==> src/rtl/aes_uart_controller_pkg.sv <==
// Shared encodings and sizes for the AES-to-UART block streamer.
package aes_uart_controller_pkg;

    localparam int BLOCK_BYTES = 16;
    localparam int BYTE_W      = 8;
    localparam int BLOCK_W     = BLOCK_BYTES * BYTE_W;
    localparam int IDX_W       = $clog2(BLOCK_BYTES);

    typedef enum logic [2:0] {
        IDLE,
        POP,
        LOAD,
        START,
        WAIT_AES,
        SEND,
        WAIT_TX
    } state_t;

endpackage

==> src/rtl/aes_uart_controller_if.sv <==
// FIFO, AES-core and UART-side signals of the controller, grouped as one bus.
interface aes_uart_controller_if;
    import aes_uart_controller_pkg::*;

    logic               empty;
    logic               overflow;
    logic [BLOCK_W-1:0] block_in;
    logic               read_en;
    logic [BLOCK_W-1:0] aes_block;
    logic               aes_start;
    logic               aes_done;
    logic [BLOCK_W-1:0] aes_result;
    logic [BYTE_W-1:0]  tx_byte;
    logic               tx_start;
    logic               tx_done;
    logic               busy;
    logic               error;
    logic [15:0]        blocks_done;

    modport master (
        input  empty, overflow, block_in, aes_done, aes_result, tx_done,
        output read_en, aes_block, aes_start, tx_byte, tx_start, busy, error, blocks_done
    );

    modport slave (
        output empty, overflow, block_in, aes_done, aes_result, tx_done,
        input  read_en, aes_block, aes_start, tx_byte, tx_start, busy, error, blocks_done
    );

endinterface

==> src/rtl/aes_uart_controller_tx_unshift.sv <==
// Holds the ciphertext and presents it one byte at a time, most significant byte first.
module tx_unshift
    import aes_uart_controller_pkg::*;
(
    input  logic               clk,
    input  logic               reset,
    input  logic               i_load,
    input  logic [BLOCK_W-1:0] i_data,
    input  logic               i_next,
    output logic [BYTE_W-1:0]  o_byte,
    output logic               o_last
);

    logic [BLOCK_W-1:0] r_data;
    logic [IDX_W-1:0]   r_idx;

    // Shifting the register left keeps the current byte in the top lane.
    always_ff @(posedge clk or negedge reset) begin
        if (!reset) begin
            r_data <= '0;
            r_idx  <= '0;
        end else if (i_load) begin
            r_data <= i_data;
            r_idx  <= '0;
        end else if (i_next) begin
            r_data <= {r_data[BLOCK_W-BYTE_W-1:0], {BYTE_W{1'b0}}};
            r_idx  <= r_idx + 1'b1;
        end
    end

    assign o_byte = r_data[BLOCK_W-1 -: BYTE_W];
    assign o_last = (r_idx == IDX_W'(BLOCK_BYTES - 1));

endmodule

==> src/rtl/aes_uart_controller.sv <==
// Pops 128-bit blocks from a FIFO, encrypts them on an AES core and streams the
// ciphertext bytes to a UART transmitter.
module aes_uart_controller
    import aes_uart_controller_pkg::*;
#(
    parameter int AES_TIMEOUT = 255
) (
    input  logic                  clk,
    input  logic                  reset,
    aes_uart_controller_if.master bus
);

    localparam int TO_W = 16;

    state_t             r_state;
    state_t             w_next;
    logic [BLOCK_W-1:0] r_aes_block;
    logic [TO_W-1:0]    r_timeout;
    logic [TO_W-1:0]    w_timeout_inc;
    logic [15:0]        r_blocks_done;
    logic               r_error;
    logic               w_load_tx;
    logic               w_next_byte;
    logic               w_last;
    logic               w_abort;
    logic               w_block_end;
    logic [BYTE_W-1:0]  w_byte;

    assign w_timeout_inc = r_timeout + 1'b1;

    // NOTE: state is updated with non-blocking assignments so every flop samples pre-edge values.
    always_ff @(posedge clk or negedge reset) begin
        if (!reset) begin
            r_state <= IDLE;
        end else begin
            r_state <= w_next;
        end
    end

    // NOTE: every output of this block gets a default first, so no path can infer a latch.
    always_comb begin
        w_next      = r_state;
        w_load_tx   = 1'b0;
        w_next_byte = 1'b0;
        w_abort     = 1'b0;
        w_block_end = 1'b0;
        case (r_state)
            IDLE:     if (!bus.empty) w_next = POP;
            POP:      w_next = LOAD;
            LOAD:     w_next = START;
            START:    w_next = WAIT_AES;
            WAIT_AES: begin
                if (bus.aes_done) begin
                    w_load_tx = 1'b1;
                    w_next    = SEND;
                end else if (w_timeout_inc == TO_W'(AES_TIMEOUT)) begin
                    w_abort = 1'b1;
                    w_next  = IDLE;
                end
            end
            SEND:     w_next = WAIT_TX;
            WAIT_TX: begin
                if (bus.tx_done) begin
                    w_next_byte = 1'b1;
                    if (w_last) begin
                        w_block_end = 1'b1;
                        w_next      = IDLE;
                    end else begin
                        w_next = SEND;
                    end
                end
            end
            default:  w_next = IDLE;
        endcase
    end

    // Timeout counts waited cycles; the abort fires as it reaches AES_TIMEOUT.
    always_ff @(posedge clk or negedge reset) begin
        if (!reset) begin
            r_aes_block   <= '0;
            r_timeout     <= '0;
            r_error       <= 1'b0;
            r_blocks_done <= '0;
        end else begin
            if (r_state == LOAD) r_aes_block <= bus.block_in;
            if (r_state == START) begin
                r_timeout <= '0;
            end else if (r_state == WAIT_AES) begin
                r_timeout <= w_timeout_inc;
            end
            if (bus.overflow || w_abort) r_error <= 1'b1;
            if (w_block_end) r_blocks_done <= r_blocks_done + 16'd1;
        end
    end

    tx_unshift u_tx_unshift (
        .clk    (clk),
        .reset  (reset),
        .i_load (w_load_tx),
        .i_data (bus.aes_result),
        .i_next (w_next_byte),
        .o_byte (w_byte),
        .o_last (w_last)
    );

    // Strobes decode directly from the state, so they are mutually exclusive and low in reset.
    assign bus.read_en     = (r_state == POP);
    assign bus.aes_start   = (r_state == START);
    assign bus.tx_start    = (r_state == SEND);
    assign bus.busy        = (r_state != IDLE);
    assign bus.error       = r_error;
    assign bus.aes_block   = r_aes_block;
    assign bus.tx_byte     = w_byte;
    assign bus.blocks_done = r_blocks_done;

endmodule
==> src/flat_wrapper.sv <==
// flat-port wrapper written by rule: the top's interface ports become plain ports
module aes_uart_controller_flat import aes_uart_controller_pkg::*;
#(
    parameter int AES_TIMEOUT = 255
)
  (clk, reset, bus_empty, bus_overflow, bus_block_in, bus_aes_done, bus_aes_result, bus_tx_done, bus_read_en, bus_aes_block, bus_aes_start, bus_tx_byte, bus_tx_start, bus_busy, bus_error, bus_blocks_done);
  aes_uart_controller_if bus_i ();
  input  logic clk;
  input  logic reset;
  input wire logic [$bits(bus_i.empty)-1:0] bus_empty;
  input wire logic [$bits(bus_i.overflow)-1:0] bus_overflow;
  input wire logic [$bits(bus_i.block_in)-1:0] bus_block_in;
  input wire logic [$bits(bus_i.aes_done)-1:0] bus_aes_done;
  input wire logic [$bits(bus_i.aes_result)-1:0] bus_aes_result;
  input wire logic [$bits(bus_i.tx_done)-1:0] bus_tx_done;
  output wire logic [$bits(bus_i.read_en)-1:0] bus_read_en;
  output wire logic [$bits(bus_i.aes_block)-1:0] bus_aes_block;
  output wire logic [$bits(bus_i.aes_start)-1:0] bus_aes_start;
  output wire logic [$bits(bus_i.tx_byte)-1:0] bus_tx_byte;
  output wire logic [$bits(bus_i.tx_start)-1:0] bus_tx_start;
  output wire logic [$bits(bus_i.busy)-1:0] bus_busy;
  output wire logic [$bits(bus_i.error)-1:0] bus_error;
  output wire logic [$bits(bus_i.blocks_done)-1:0] bus_blocks_done;
  assign bus_i.empty = bus_empty;
  assign bus_i.overflow = bus_overflow;
  assign bus_i.block_in = bus_block_in;
  assign bus_i.aes_done = bus_aes_done;
  assign bus_i.aes_result = bus_aes_result;
  assign bus_i.tx_done = bus_tx_done;
  assign bus_read_en = bus_i.read_en;
  assign bus_aes_block = bus_i.aes_block;
  assign bus_aes_start = bus_i.aes_start;
  assign bus_tx_byte = bus_i.tx_byte;
  assign bus_tx_start = bus_i.tx_start;
  assign bus_busy = bus_i.busy;
  assign bus_error = bus_i.error;
  assign bus_blocks_done = bus_i.blocks_done;
  aes_uart_controller #(.AES_TIMEOUT(AES_TIMEOUT)) u_core (.clk(clk), .reset(reset), .bus(bus_i));
endmodule
==> config.mk <==
export PLATFORM = sky130hd
export DESIGN_NAME = aes_uart_controller_flat
export DESIGN_NICKNAME = d
export VERILOG_FILES = /design/src/rtl/aes_uart_controller_pkg.sv /design/src/rtl/aes_uart_controller_if.sv /design/src/rtl/aes_uart_controller_tx_unshift.sv /design/src/rtl/aes_uart_controller.sv /design/src/flat_wrapper.sv
export SDC_FILE = /design/constraint.sdc
export NUM_CORES = 1
export LEC_CHECK = 0
export ABC_CLOCK_PERIOD_IN_PS = 4320
export CAP_MARGIN = 15
export CORE_MARGIN = 2
export CORE_UTILIZATION = 49
export CTS_CLUSTER_SIZE = 16
export DETAILED_ROUTE_END_ITERATION = 7
export PLACE_DENSITY = 0.88
export SETUP_SLACK_MARGIN = 0.15
export SYNTH_ARGS = -nofsm -noshare
export SYNTH_HDL_FRONTEND = slang
export SYNTH_SLANG_ARGS = --single-unit
==> constraint.sdc <==
create_clock -name clk -period 4.32 [get_ports clk]
set_input_delay 0.432 -clock clk [delete_from_list [all_inputs] [get_ports clk]]
set_output_delay 0.432 -clock clk [all_outputs]
set_load 0.01 [all_outputs]
[Yosys cells after proc, flatten, opt, wreduce, memory -nomap -nowiden]
Index checks and enable logic that the tools add are counted.
Storage, ports and cells
  input bits: 262
  logic and storage cells: 49
  output and inout bits: 157
  bits in registers: 296
Operators by class
  add/subtract/negate cells: 3
  eq/ne operators: 11
  muxes and demuxes: 22
  reductions and logical operators: 6
Operator list (number)
  $mux W128: 2
  $add A16 B1 Y16 const B: 2
  $mux W16: 2
  $pmux W3 S7: 1
  $eq A16 B8 Y1 const B: 1
  $mux W3: 5
  $mux W1: 10
  $eq A3 B3 Y1 const B: 3
  $mux W4: 2
  $eq A3 B2 Y1 const B: 2
  $add A4 B1 Y4 const B: 1
  $eq A4 B4 Y1 const B: 1
  $ne A2 B2 Y1 const B: 2
  $reduce_bool A2 Y1: 2
  $eq A3 B1 Y1 const B: 1
  $logic_not A3 Y1: 1
  $ne A3 B2 Y1 const B: 1
  $reduce_and A3 Y1: 1
  $reduce_bool A3 Y1: 1
  $logic_or A1 B1 Y1: 1

[Logic depth before layout (Yosys ltp)]
Gate-level depths: netlist of the first run.
  depth in word-level cells: 6
  mapped depth: 9
  depth with buffers taken out: 7

[Cells and area by module]
From an unflattened synthesis of the first run, not the netlist that was laid out.
Unflattened totals
  cells, all modules: 1065
  area total of the unflattened synthesis: 12876.1 µm²
By module, submodules not included
  aes_uart_controller: seq. area each 4103.9 µm², area each 6744.0 µm², cells each 484, times used 1
  tx_unshift: seq. area each 3303.2 µm², area each 6132.1 µm², cells each 581, times used 1

[Least setup slack after synthesis of the first run]
Ideal clock, no wire load.
  kind: flip-flop to flip-flop
  start point: register u_core.r_timeout[1]
  end point: register u_core.r_error (netlist: u_core.bus.error)
  buffers on the path: 0
  data arrival time: 2035 ps
  period minus slack after synthesis: 2100 ps
  library setup time: 65 ps
  data required time: 4255 ps
  stages on the path, launching flop included: 7
  slack: 2220 ps
  path through: dfrtp_1 and4_4 or4b_4 mux2i_1 or2_2 a2111oi_2 a211o_1
On the way
  longest elaborated chain between the ends: 6
Ends and longest elaborated chain
  start: declaration: RTL line aes_uart_controller.sv:18  | logic [TO_W-1:0] r_timeout;
  start signal: assignment: RTL line aes_uart_controller.sv:89  | r_timeout <= w_timeout_inc;
  $add A16 B1 Y16: RTL line aes_uart_controller.sv:29  | assign w_timeout_inc = r_timeout + 1'b1;
  $eq A16 B8 Y1: RTL line aes_uart_controller.sv:56  | end else if (w_timeout_inc == TO_W'(AES_TIMEOUT)) begin
  $mux W1: RTL line aes_uart_controller.sv:56
  $mux W1: RTL line aes_uart_controller.sv:53  | if (bus.aes_done) begin
  $mux W1: RTL line aes_uart_controller.sv:47  | case (r_state)
  $logic_or A1 B1 Y1: RTL line aes_uart_controller.sv:91  | if (bus.overflow || w_abort) r_error <= 1'b1;
  end signal: assignment: RTL line aes_uart_controller.sv:82  | r_error <= 1'b0;
  end signal: assignment: RTL line aes_uart_controller.sv:91
  end: declaration: RTL line aes_uart_controller.sv:21  | logic r_error;
No other way between the ends.
A chain may end at the register's enable or synchronous reset.

[Final worst setup path of the first run]
  start point: register u_core.r_timeout[0]
  end point: register u_core.r_error (netlist: u_core.bus.error)
Same word-level chain as after synthesis.

==> run metrics, run 1 <==
status finished clean; Critical R2R Capture u_core.bus.error; Worst R2R Path Depth 7; largest cells by area after synthesis dfrtp_1, mux2_2, nand2_1; mux cell area share after synthesis 0.1186; Max-slew headroom 0.3522; CTS buffer count 31; Final ANT Viol Nets 0; Hold Path Class primary input to flop; Final #Nets 1721; Routed Wire Length 37160 um; Setup CP Type flop to flop; Site Rows 57; CP Launch Type flop; fin cells 1815; ys flop type dfrtp_1; VDD IR max 0.0003490 V; Critical path origin u_core.r_timeout[0]; Async S/R FF share, synth 1.000; Cells after Synth 1067; max_cap viols 0; Compound-Gate Fraction of Synth Area 0.09696; final setup TNS 0 ns; core area 24390 um^2; TritonCTS clock tree built; Logic pwr share 0.375; worst-path cell chain ha_1, nand3_1, nor3_2, nand4_1, xnor2_1, a2111oi_2, a211o_1; final setup fails 0; clock share of power 0.231; routability congestion estimate from global placement 0.8435; syn_nets 1333; Critical Path Max Stage Delay 0.51 ns; net switching fraction of the power 0.3230; DR DRC count 0; Pins Over Slew Limit 0; PwrDens 676.0 nW/um^2; clock sink total 296; area leader, netlist dfrtp_1; Final Hold Fails 0; Seq/Total Area, Yosys 0.6055; clk buf depth 3; vias in the first global route 10020; worst r2r src u_core.r_timeout[0]; largest net degree at the start of global routing 118; grt ovf 0; Yosys reg bits 296; top-count cell post-synth dfrtp_1; CP Depth 7; Warnings, synthesis 0; r2r setup slk 1.79 ns; worst-path fanout max 10; crit end category flop; initial drt markers 635; Clk pin slew, worst setup/hold paths 0.06 ns; placed insts 1745; Tcrit/Tclk final 0.5848; Commonest cells post-synth dfrtp_1, nand2_1, mux2_2; Mean Syn Cell Area 11.46 um^2; leakage power 0.007887 uW; Pwr Total 12010 uW; delay-heaviest family, CP simple AND/OR/NAND/NOR gates; f_max 395.8 MHz; share of the synthesized area in the top cell type 0.6055; Worst Skew 0.01186 ns; internal power 8132 uW; global-route usage over all layers 0.2747; post-synthesis xor/xnor area fraction 0.01504; I/O Buffers 418; synthesized area 12230 um^2; required time of the critical path 4.81 ns; Pre-Repair DR Iteration Count 5; initial antenna violation count 12; worst-margin pin slew 0.9682 ns; Die X 162.0 um; Root Driver clkbuf_16; Detailed Place HPWL 26010 um; first-pass GRT wire length 56280 um; CP max-delay cell dfrtp_1; unrepaired setup endpoints after global routing false; Resize count post-CTS 0; Worst Setup EP u_core.bus.error; minimum clock period 2.526 ns; Post-Synth Adder-Cell Area 0.004091; via/cell ratio 5.461; WL per Instance 20.47 um; initial core utilization 0.5015; switching pwr 3879 uW; num ports 419; area grow syn2layout 45.26%; number of synthesized flops with an enable pin 0; Flop pwr share 0.394; Clock H-tree levels 1; die area 26250 um^2; WP buf/inv 0; DIE HEIGHT 162.0 um; proportion of layout cells with a drive suffix above 1 0.1378; largest family of logic cells by synthesized area simple AND/OR/NAND/NOR gates; via count 9912; Post-Synth Simple-Gate Area 0.1299; Arrival @ worst endpoint 3.02 ns; Distinct cells, synth 48; Skew-Pair Late Insertion Delay 0.55 ns
-- metal layers --
metal	GRT usage	part of all wire	routed length (um)	vias up
li1	-	-	-	4491
met1	0.3221	0.37	13650	4913
met2	0.4768	0.51	18840	426
met3	0.07610	0.085	3161	80
met4	0.1146	0.040	1497	2
met5	0	0.00022	8	-
-- registers in the layout, summed over array words and instances (netlist names) --
| name | flops |
|---|---|
| u_core.u_tx_unshift.r_idx | 4 |
| u_core.r_timeout | 16 |
| u_core.u_tx_unshift.r_data | 128 |
| u_core.bus.error | 1 |
| u_core.bus.aes_block | 128 |
| u_core.r_state | 3 |
| u_core.bus.blocks_done | 16 |
-- worst min-delay path by stage --
| stage | start | slack [ns] | depth (start not counted) | end |
|---|---|---|---|---|
| floorplan | reset | 0.14 | 0 | u_core.bus.aes_block[0] |
| global placement | u_core.bus.error | 0.45 | 1 | u_core.bus.error |
| detailed placement | u_core.u_tx_unshift.r_data[36] | 0.46 | 2 | u_core.u_tx_unshift.r_data[36] |
| CTS | bus_aes_result[7] | 0.39 | 3 | u_core.u_tx_unshift.r_data[7] |
| global route | bus_aes_result[5] | 0.41 | 3 | u_core.u_tx_unshift.r_data[5] |
| finish | bus_aes_result[7] | 0.41 | 3 | u_core.u_tx_unshift.r_data[7] |
-- worst reg2reg max path: cells and delay by family (launching register included) --
| family | cells | cell delay, ns |
|---|---|---|
| AND/OR/NAND/NOR | 3 | 0.88 |
| flip-flops | 1 | 0.51 |
| AO/OA/AOI/OAI | 2 | 0.55 |
| adder cells (fa/ha/maj) | 1 | 0.35 |
| XOR/XNOR | 1 | 0.19 |
-- cell type report --
| cell class | instances | area [um^2] |
|---|---|---|
| sequential | 296 | 7407 |
| timing repair buffer | 427 | 4334 |
| antenna | 11 | 27.53 |
| inverter | 5 | 18.77 |
| clock inverter | 12 | 146.4 |
| fill | 1647 | 6621 |
| clock buffer | 46 | 942.2 |
| multi-input combinational | 694 | 4488 |
| tap | 324 | 405.4 |
-- repair_timing --
action	in CTS	in global routing
buffers inserted	0	0
hold buffers	1	0
endpoints found under the hold margin	104	0
-- per-stage QoR --
step / hold WS, ns / util / instance area [um^2] / setup slack (ns)
2_1_floorplan: 0.1364 / - / 12230 / 2.220
3_3_place_gp: 0.4476 / 0.6824 / 16640 / 1.696
3_5_place_dp: 0.4624 / 0.6824 / 16640 / 1.641
4_1_cts: 0.3863 / 0.7274 / 17740 / 1.813
5_1_grt: 0.4074 / 0.7284 / 17770 / 1.652
6_report: 0.4079 / 0.7285 / 17770 / 1.794
-- logic make-up (layout without fill, tap and decap cells) --
logic type / count (synthesis) / count (layout)
fa+ha+maj: 4 / 4
mux: 129 / 129
simple gates: 372 / 372
compound gates: 168 / 168
xor+xnor: 21 / 21
buf+inv: 77 / 490
other cells: 0 / 11
flops: 296 / 296
-- placed cells by master (no fill, tap or decap), types with 2 or more instances in the layout --
cell             instances
a21oi_1                  6
a22o_1                   2
a22oi_1                112
a31oi_1                  3
and2_1                   3
and3_1                   5
and4_1                   2
buf_12                   6
buf_4                    2
bufinv_16                3
clkbuf_1                 4
clkbuf_16               31
clkbuf_8                11
clkdlybuf4s50_1        417
clkinv_2                 6
clkinv_4                 2
dfrtp_1                296
diode_2                 11
ha_1                     4
inv_1                    5
mux2_2                 128
nand2_1                268
nand2b_1                 3
nand3_1                 20
nand4_1                 13
nand4b_1                 2
nor2_1                  38
nor2_4                   2
nor2b_1                  2
nor3_1                   2
o21ai_0                 24
o22ai_1                  9
o31ai_1                  3
xnor2_1                 15
xor2_1                   6
-- power groups by stage --
stage	combinational (uW)	sequential [uW]	clock, uW
2_1_floorplan	2140	4830	0
3_3_place_gp	4340	4650	0
3_5_place_dp	4480	4740	0
4_1_cts	4540	4720	2830
5_1_grt	4880	4860	2940
6_report	4510	4730	2780
(Power assumes the default switching activity.)
==> run 2, diff against run 1 <==
--- a/config.mk
+++ b/config.mk
@@ -5,13 +5,13 @@
 export SDC_FILE = /design/constraint.sdc
 export NUM_CORES = 1
 export LEC_CHECK = 0
-export ABC_CLOCK_PERIOD_IN_PS = 4320
+export ABC_CLOCK_PERIOD_IN_PS = 2100
 export CAP_MARGIN = 15
 export CORE_MARGIN = 2
-export CORE_UTILIZATION = 49
+export CORE_UTILIZATION = 41
 export CTS_CLUSTER_SIZE = 16
 export DETAILED_ROUTE_END_ITERATION = 7
-export PLACE_DENSITY = 0.88
+export PLACE_DENSITY = 0.79
 export SETUP_SLACK_MARGIN = 0.15
 export SYNTH_ARGS = -nofsm -noshare
 export SYNTH_HDL_FRONTEND = slang
==> constraint.sdc (replaced) <==
create_clock -name clk -period 2.1 [get_ports clk]
set_input_delay 0.21 -clock clk [delete_from_list [all_inputs] [get_ports clk]]
set_output_delay 0.21 -clock clk [all_outputs]
set_load 0.01 [all_outputs]
==> run metrics, run 2 (same netlist as run 1, synthesis figures left out) <==
Pins Over Slew Limit 0 (unchanged); worst-margin pin slew 0.4735 ns (-0.4946 ns); commonest non-fill, non-tap cell in the layout clkdlybuf4s50_1; CP Launch Type flop; Worst Skew 0.01935 ns (+0.007491 ns); Die X 176.7 um (+9.1%); final setup margin 0.06963 ns (-1.724 ns); Final Hold Fails 0 (unchanged); area grow syn2layout 48.92%; initial antenna violation count 8 (-4); Pre-Repair DR Iteration Count 5 (unchanged); proportion of layout cells with a drive suffix above 1 0.1596 (+0.02179); WL per Instance 18.70 um (-8.7%); required time of the critical path 2.59 ns (-2.22 ns); global-route usage over all layers 0.2239 (-0.05080); f_max 492.5 MHz (+24%); Routed Wire Length 35800 um (-3.7%); num ports 419 (unchanged); Hold Path Class primary input to asynchronous set/reset pin; Final ANT Viol Nets 0 (unchanged); Clock H-tree levels 1 (unchanged); worst r2r src u_core.r_timeout[1]; first-pass GRT wire length 55330 um (-1.7%); Tcrit/Tclk final 0.9668 (+0.3820); max_cap viols 0 (unchanged); Site Rows 63 (+11%); DIE HEIGHT 176.7 um (+9.1%); placed cell areas 17110 um^2 (+2.8%); initial drt markers 664 (+4.6%); VDD IR max 0.0007537 V (+120%); via/cell ratio 5.130 (-6.1%); I/O Buffers 418 (unchanged); crit end category flop; Clk pin slew, worst setup/hold paths 0.06 ns (about the same); routability congestion estimate from global placement 0.8444 (+0.11%); fin area 18220 um^2 (+2.5%); fillers 2318 (+41%); Max-slew headroom 0.6836 (+0.3314); leakage power 0.008085 uW (+2.5%); status finished clean; dpl ws -0.05993 ns (-1.701 ns); clk buf depth 3 (unchanged); die area 31230 um^2 (+19%); via count 9819 (-0.94%); Arrival @ worst endpoint 2.52 ns (-0.50 ns); CTS buffer count 31 (unchanged); PwrDens 1361 nW/um^2 (+100%); grt ovf 0 (unchanged); vias in the first global route 10200 (+1.8%); Detailed Place HPWL 26190 um (+0.70%); most frequent cells in the layout clkdlybuf4s50_1, dfrtp_1, nand2_1; final setup fails 0 (unchanged); core area 29480 um^2 (+21%); initial core utilization 0.4149 (-0.08659); worst-path fanout max 4 (-6); clock sink total 296 (unchanged); Final #Nets 1758 (+2.1%); minimum clock period 2.030 ns (-0.4960 ns); unrepaired setup endpoints after global routing true; DR DRC count 0 (unchanged); largest net degree at the start of global routing 91 (-23%); Critical path origin u_core.r_timeout[1]; Setup CP Type flop to flop; Root Driver clkbuf_16; Skew-Pair Late Insertion Delay 0.56 ns (about the same); TritonCTS clock tree built
run 2: cell types whose count changed in the layout (fill, tap and decap cells not counted), sizes merged:
| cell | previous run | this run |
|---|---|---|
| diode | 11 | 8 |
| dlygate4sd2 | 0 | 1 |
| clkdlybuf4s50 | 417 | 413 |
| clkinv | 8 | 7 |
| clkdlybuf4s15 | 0 | 2 |
| buf | 9 | 46 |
| dlymetal6s2s | 0 | 1 |
run 2: worst paths after layout:
| check | to | slack [ns] | cells after the start |
|---|---|---|---|
| max | u_core.bus.error | 0.07 | 6 |
| min | u_core.u_tx_unshift.r_data[39] | 0.17 | 2 |
| max reg2reg | u_core.bus.error | 0.07 | 6 |
| min reg2reg | u_core.bus.error | 0.48 | 1 |
| max in group asynchronous | u_core.r_state[2] | 1.23 | 3 |
| min in group clk | u_core.u_tx_unshift.r_data[7] | 0.18 | 3 |
run 2: critical path, cell delays in order, from the launching register on:
cell       delay (ns)
dfrtp_2          0.41
and4_4           0.24
or4b_4           0.47
mux2i_1          0.13
or2_4            0.24
a2111oi_4        0.32
a211o_1          0.17
run 2: timing repair:
action | CTS | global route
gates cloned | 0 | 0
setup buffers | 2 | 0
resized for setup | 9 | 5
endpoints found under the hold margin | 217 | 0
pin swaps | 4 | 0
hold buffers | 1 | 0
endpoints found under the setup margin | 19 | 7
run 2: where the power goes:
part	switching [uW]	internal, uW	leakage, uW
registers	1380	8200	0.00366
clock network	2260	3320	0.000516
logic	4270	5380	0.00391
run 2: layer usage:
layer | routed length (um) | part of all wire | GRT usage
met5 | 0 | 0 | 0
met4 | 1163 | 0.032 | 0.07713
met3 | 3016 | 0.084 | 0.05971
met2 | 18080 | 0.51 | 0.3942
met1 | 13540 | 0.38 | 0.2641
run 2: per-stage QoR:
step,cells,TNS [ns],power (uW),util,hold WS (ns)
finish,1914,0,24790,0.6179,0.1735
global placement,1846,0,18880,0.5802,0.1635
global route,1913,-0.02619,26310,0.6179,0.1780
floorplan,1067,0,14340,-,-0.08559
CTS,1906,0,24990,0.6168,0.1505
detailed placement,1846,-0.1175,19260,0.5802,0.1586
run 2: area by class of cell:
| cell class | count | area [um^2] | share of cell area |
|---|---|---|---|
| Tap cell | 390 | 488.0 | 0.02679 |
| Clock inverter | 11 | 133.9 | 0.007349 |
| Timing Repair Buffer | 464 | 4713 | 0.2587 |
| Sequential cell | 296 | 7411 | 0.4068 |
| Antenna cell | 8 | 20.02 | 0.001099 |
| Clock buffer | 46 | 902.1 | 0.04952 |
| Multi-Input combinational cell | 694 | 4531 | 0.2487 |
| Inverter | 5 | 18.77 | 0.001030 |
==> run 3, diff against run 2 <==
--- a/config.mk
+++ b/config.mk
@@ -7,11 +7,12 @@
 export LEC_CHECK = 0
 export ABC_CLOCK_PERIOD_IN_PS = 2100
 export CAP_MARGIN = 15
-export CORE_MARGIN = 2
-export CORE_UTILIZATION = 41
+export CORE_AREA = 2 2 162 164
 export CTS_CLUSTER_SIZE = 16
 export DETAILED_ROUTE_END_ITERATION = 7
-export PLACE_DENSITY = 0.79
+export DIE_AREA = 0 0 164 166
+export DONT_BUFFER_PORTS = 1
+export PLACE_DENSITY = 0.68
 export SETUP_SLACK_MARGIN = 0.15
 export SYNTH_ARGS = -nofsm -noshare
 export SYNTH_HDL_FRONTEND = slang
==> run metrics, run 3 (same netlist as run 1, synthesis figures left out) <==
most frequent cells in the layout dfrtp_1, nand2_1, dlygate4sd3_1; Pre-Repair DR Iteration Count 6 (+1); Logic pwr share 0.272 (-0.117); routability congestion estimate from global placement 0.8027 (-4.9%); Root Driver clkbuf_16; worst-margin pin slew 0.7445 ns (+0.2710 ns); proportion of layout cells with a drive suffix above 1 0.1774 (+0.01780); violated checks hold timing; via/cell ratio 5.610 (+9.3%); clk buf depth 3 (unchanged); area grow syn2layout 34.19%; clock share of power 0.242 (+0.017); worst r2r src u_core.r_timeout[1]; core area 25620 um^2 (-13%); Worst R2R Path Depth 6 (unchanged); commonest non-fill, non-tap cell in the layout dfrtp_1; WL per Instance 22.68 um (+21%); f_max 502.2 MHz (+2.0%); leakage power 0.007477 uW (-7.5%); grt ovf 0 (unchanged); Die X 164 um (-7.2%); net switching fraction of the power 0.3559 (+0.03734); die area 27220 um^2 (-13%); clock sink total 296 (unchanged); unrepaired setup endpoints after global routing true; CTS buffer count 31 (unchanged); crit end category flop; internal power 14300 uW (-15%); Clock H-tree levels 1 (unchanged); Flop pwr share 0.486 (+0.100); fillers 1846 (-20%); Detailed Place HPWL 23190 um (-11%); Tcrit/Tclk final 0.9481 (-0.01870); minimum clock period 1.991 ns (-0.03928 ns); CP Launch Type flop; Hold Slack -0.6361 ns (-0.8095 ns); vias in the first global route 10130 (-0.69%); Routed Wire Length 38510 um (+7.6%); worst-path fanout max 4 (unchanged); status finished, violations left; first-pass GRT wire length 57400 um (+3.7%); I/O Buffers 0 (-100%); Site Rows 59 (-6.3%); TritonCTS clock tree built; Max-slew headroom 0.5036 (-0.1799); Hold Path Class primary input to asynchronous set/reset pin; Setup CP Type flop to flop; max_cap viols 0 (unchanged); initial drt markers 775 (+17%); Final #Nets 1591 (-9.5%); required time of the critical path 2.59 ns (about the same); final setup fails 0 (unchanged); area of the multi-input gates 4537 um^2 (+0.14%); Final Hold Fails 296 (+296); Final ANT Viol Nets 0 (unchanged); DR DRC count 0 (unchanged); initial core utilization 0.4776 (+0.06261); hold bufs inserted after CTS 260 (+259); final setup margin 0.1089 ns (+0.03928 ns); via count 9525 (-3.0%); switching pwr 7904 uW (about the same); Skew-Pair Late Insertion Delay 0.55 ns (about the same); Reg area 7411 um^2 (unchanged); fin util 0.6408 (+0.02290); initial antenna violation count 17 (+9); final setup TNS 0 ns (unchanged); largest net degree at the start of global routing 297 (+230%); Clk pin slew, worst setup/hold paths 0.06 ns (about the same); Arrival @ worst endpoint 2.48 ns (-0.04 ns); r2r setup slk 0.11 ns (+0.04 ns); dpl ws -0.03490 ns (+0.02502 ns); num ports 419 (unchanged); global-route usage over all layers 0.2707 (+0.04675); Worst Skew 0.01872 ns (-0.0006333 ns); Pins Over Slew Limit 0 (unchanged); Critical R2R Capture u_core.bus.error; PwrDens 1353 nW/um^2 (-0.61%); VDD IR max 0.0009111 V (+21%); DIE HEIGHT 166 um (-6.1%)
==> run 3: what timing repair did <==
item	in CTS	in global routing
resized for setup	4	7
endpoints found under the hold margin	556	296
setup buffers	4	0
cloned	0	1
pin swaps	3	5
setup endpoints to repair	17	183
==> run 3: worst max-delay path by stage <==
stage	to	slack, ns	startpoint	cells after the start
3_5_place_dp	u_core.bus.error	-0.03	u_core.r_timeout[0]	6
3_3_place_gp	u_core.bus.error	-0.01	u_core.r_timeout[0]	6
5_1_grt	u_core.r_state[2]	0.009	u_core.r_timeout[1]	6
2_1_floorplan	u_core.bus.error	0.04	u_core.r_timeout[0]	7
6_report	u_core.bus.error	0.11	u_core.r_timeout[1]	6
4_1_cts	u_core.bus.error	0.07	u_core.r_timeout[0]	7
==> run 3: layer usage <==
layer	track usage	up-vias	wire, um
met1	0.3110	4725	13780
met3	0.07867	111	3407
li1	-	4240	-
met2	0.4691	443	19840
met5	0	-	44
met4	0.1144	6	1438
==> run 3: power groups by stage <==
stage               logic, uW  clock network [uW]  registers, uW
floorplan                4400                   0           9930
global placement         5030                   0          10600
detailed placement       5220                   0          10700
CTS                      5760                5380          10600
global route             6650                5710          11100
finish                   6040                5380          10800
==> run 3: layout make-up <==
| class | instances | share of cell area |
|---|---|---|
| inverter | 5 | 0.001143 |
| multi-input combinational | 694 | 0.2764 |
| clock inverter | 16 | 0.008765 |
| antenna | 16 | 0.002439 |
| clock buffer | 39 | 0.05091 |
| tap | 335 | 0.02553 |
| sequential | 296 | 0.4514 |
| timing repair buffer | 297 | 0.1834 |
==> run 3: per-stage QoR <==
stage,std cells,cell area (um^2),total power [uW]
3_3_place_gp,1362,12700,15640
6_report,1698,16420,22210
3_5_place_dp,1362,12700,15900
5_1_grt,1698,16420,23410
4_1_cts,1681,16320,21720
2_1_floorplan,1067,12250,14340
==> run 3: worst max-delay path, cell delays in order, from the launching register on <==
cell and delay [ns]:
dfrtp_2 0.39, and4_4 0.23, or4b_4 0.47, mux2i_1 0.13, or2_4 0.24, a2111oi_4 0.31
a211o_1 0.17
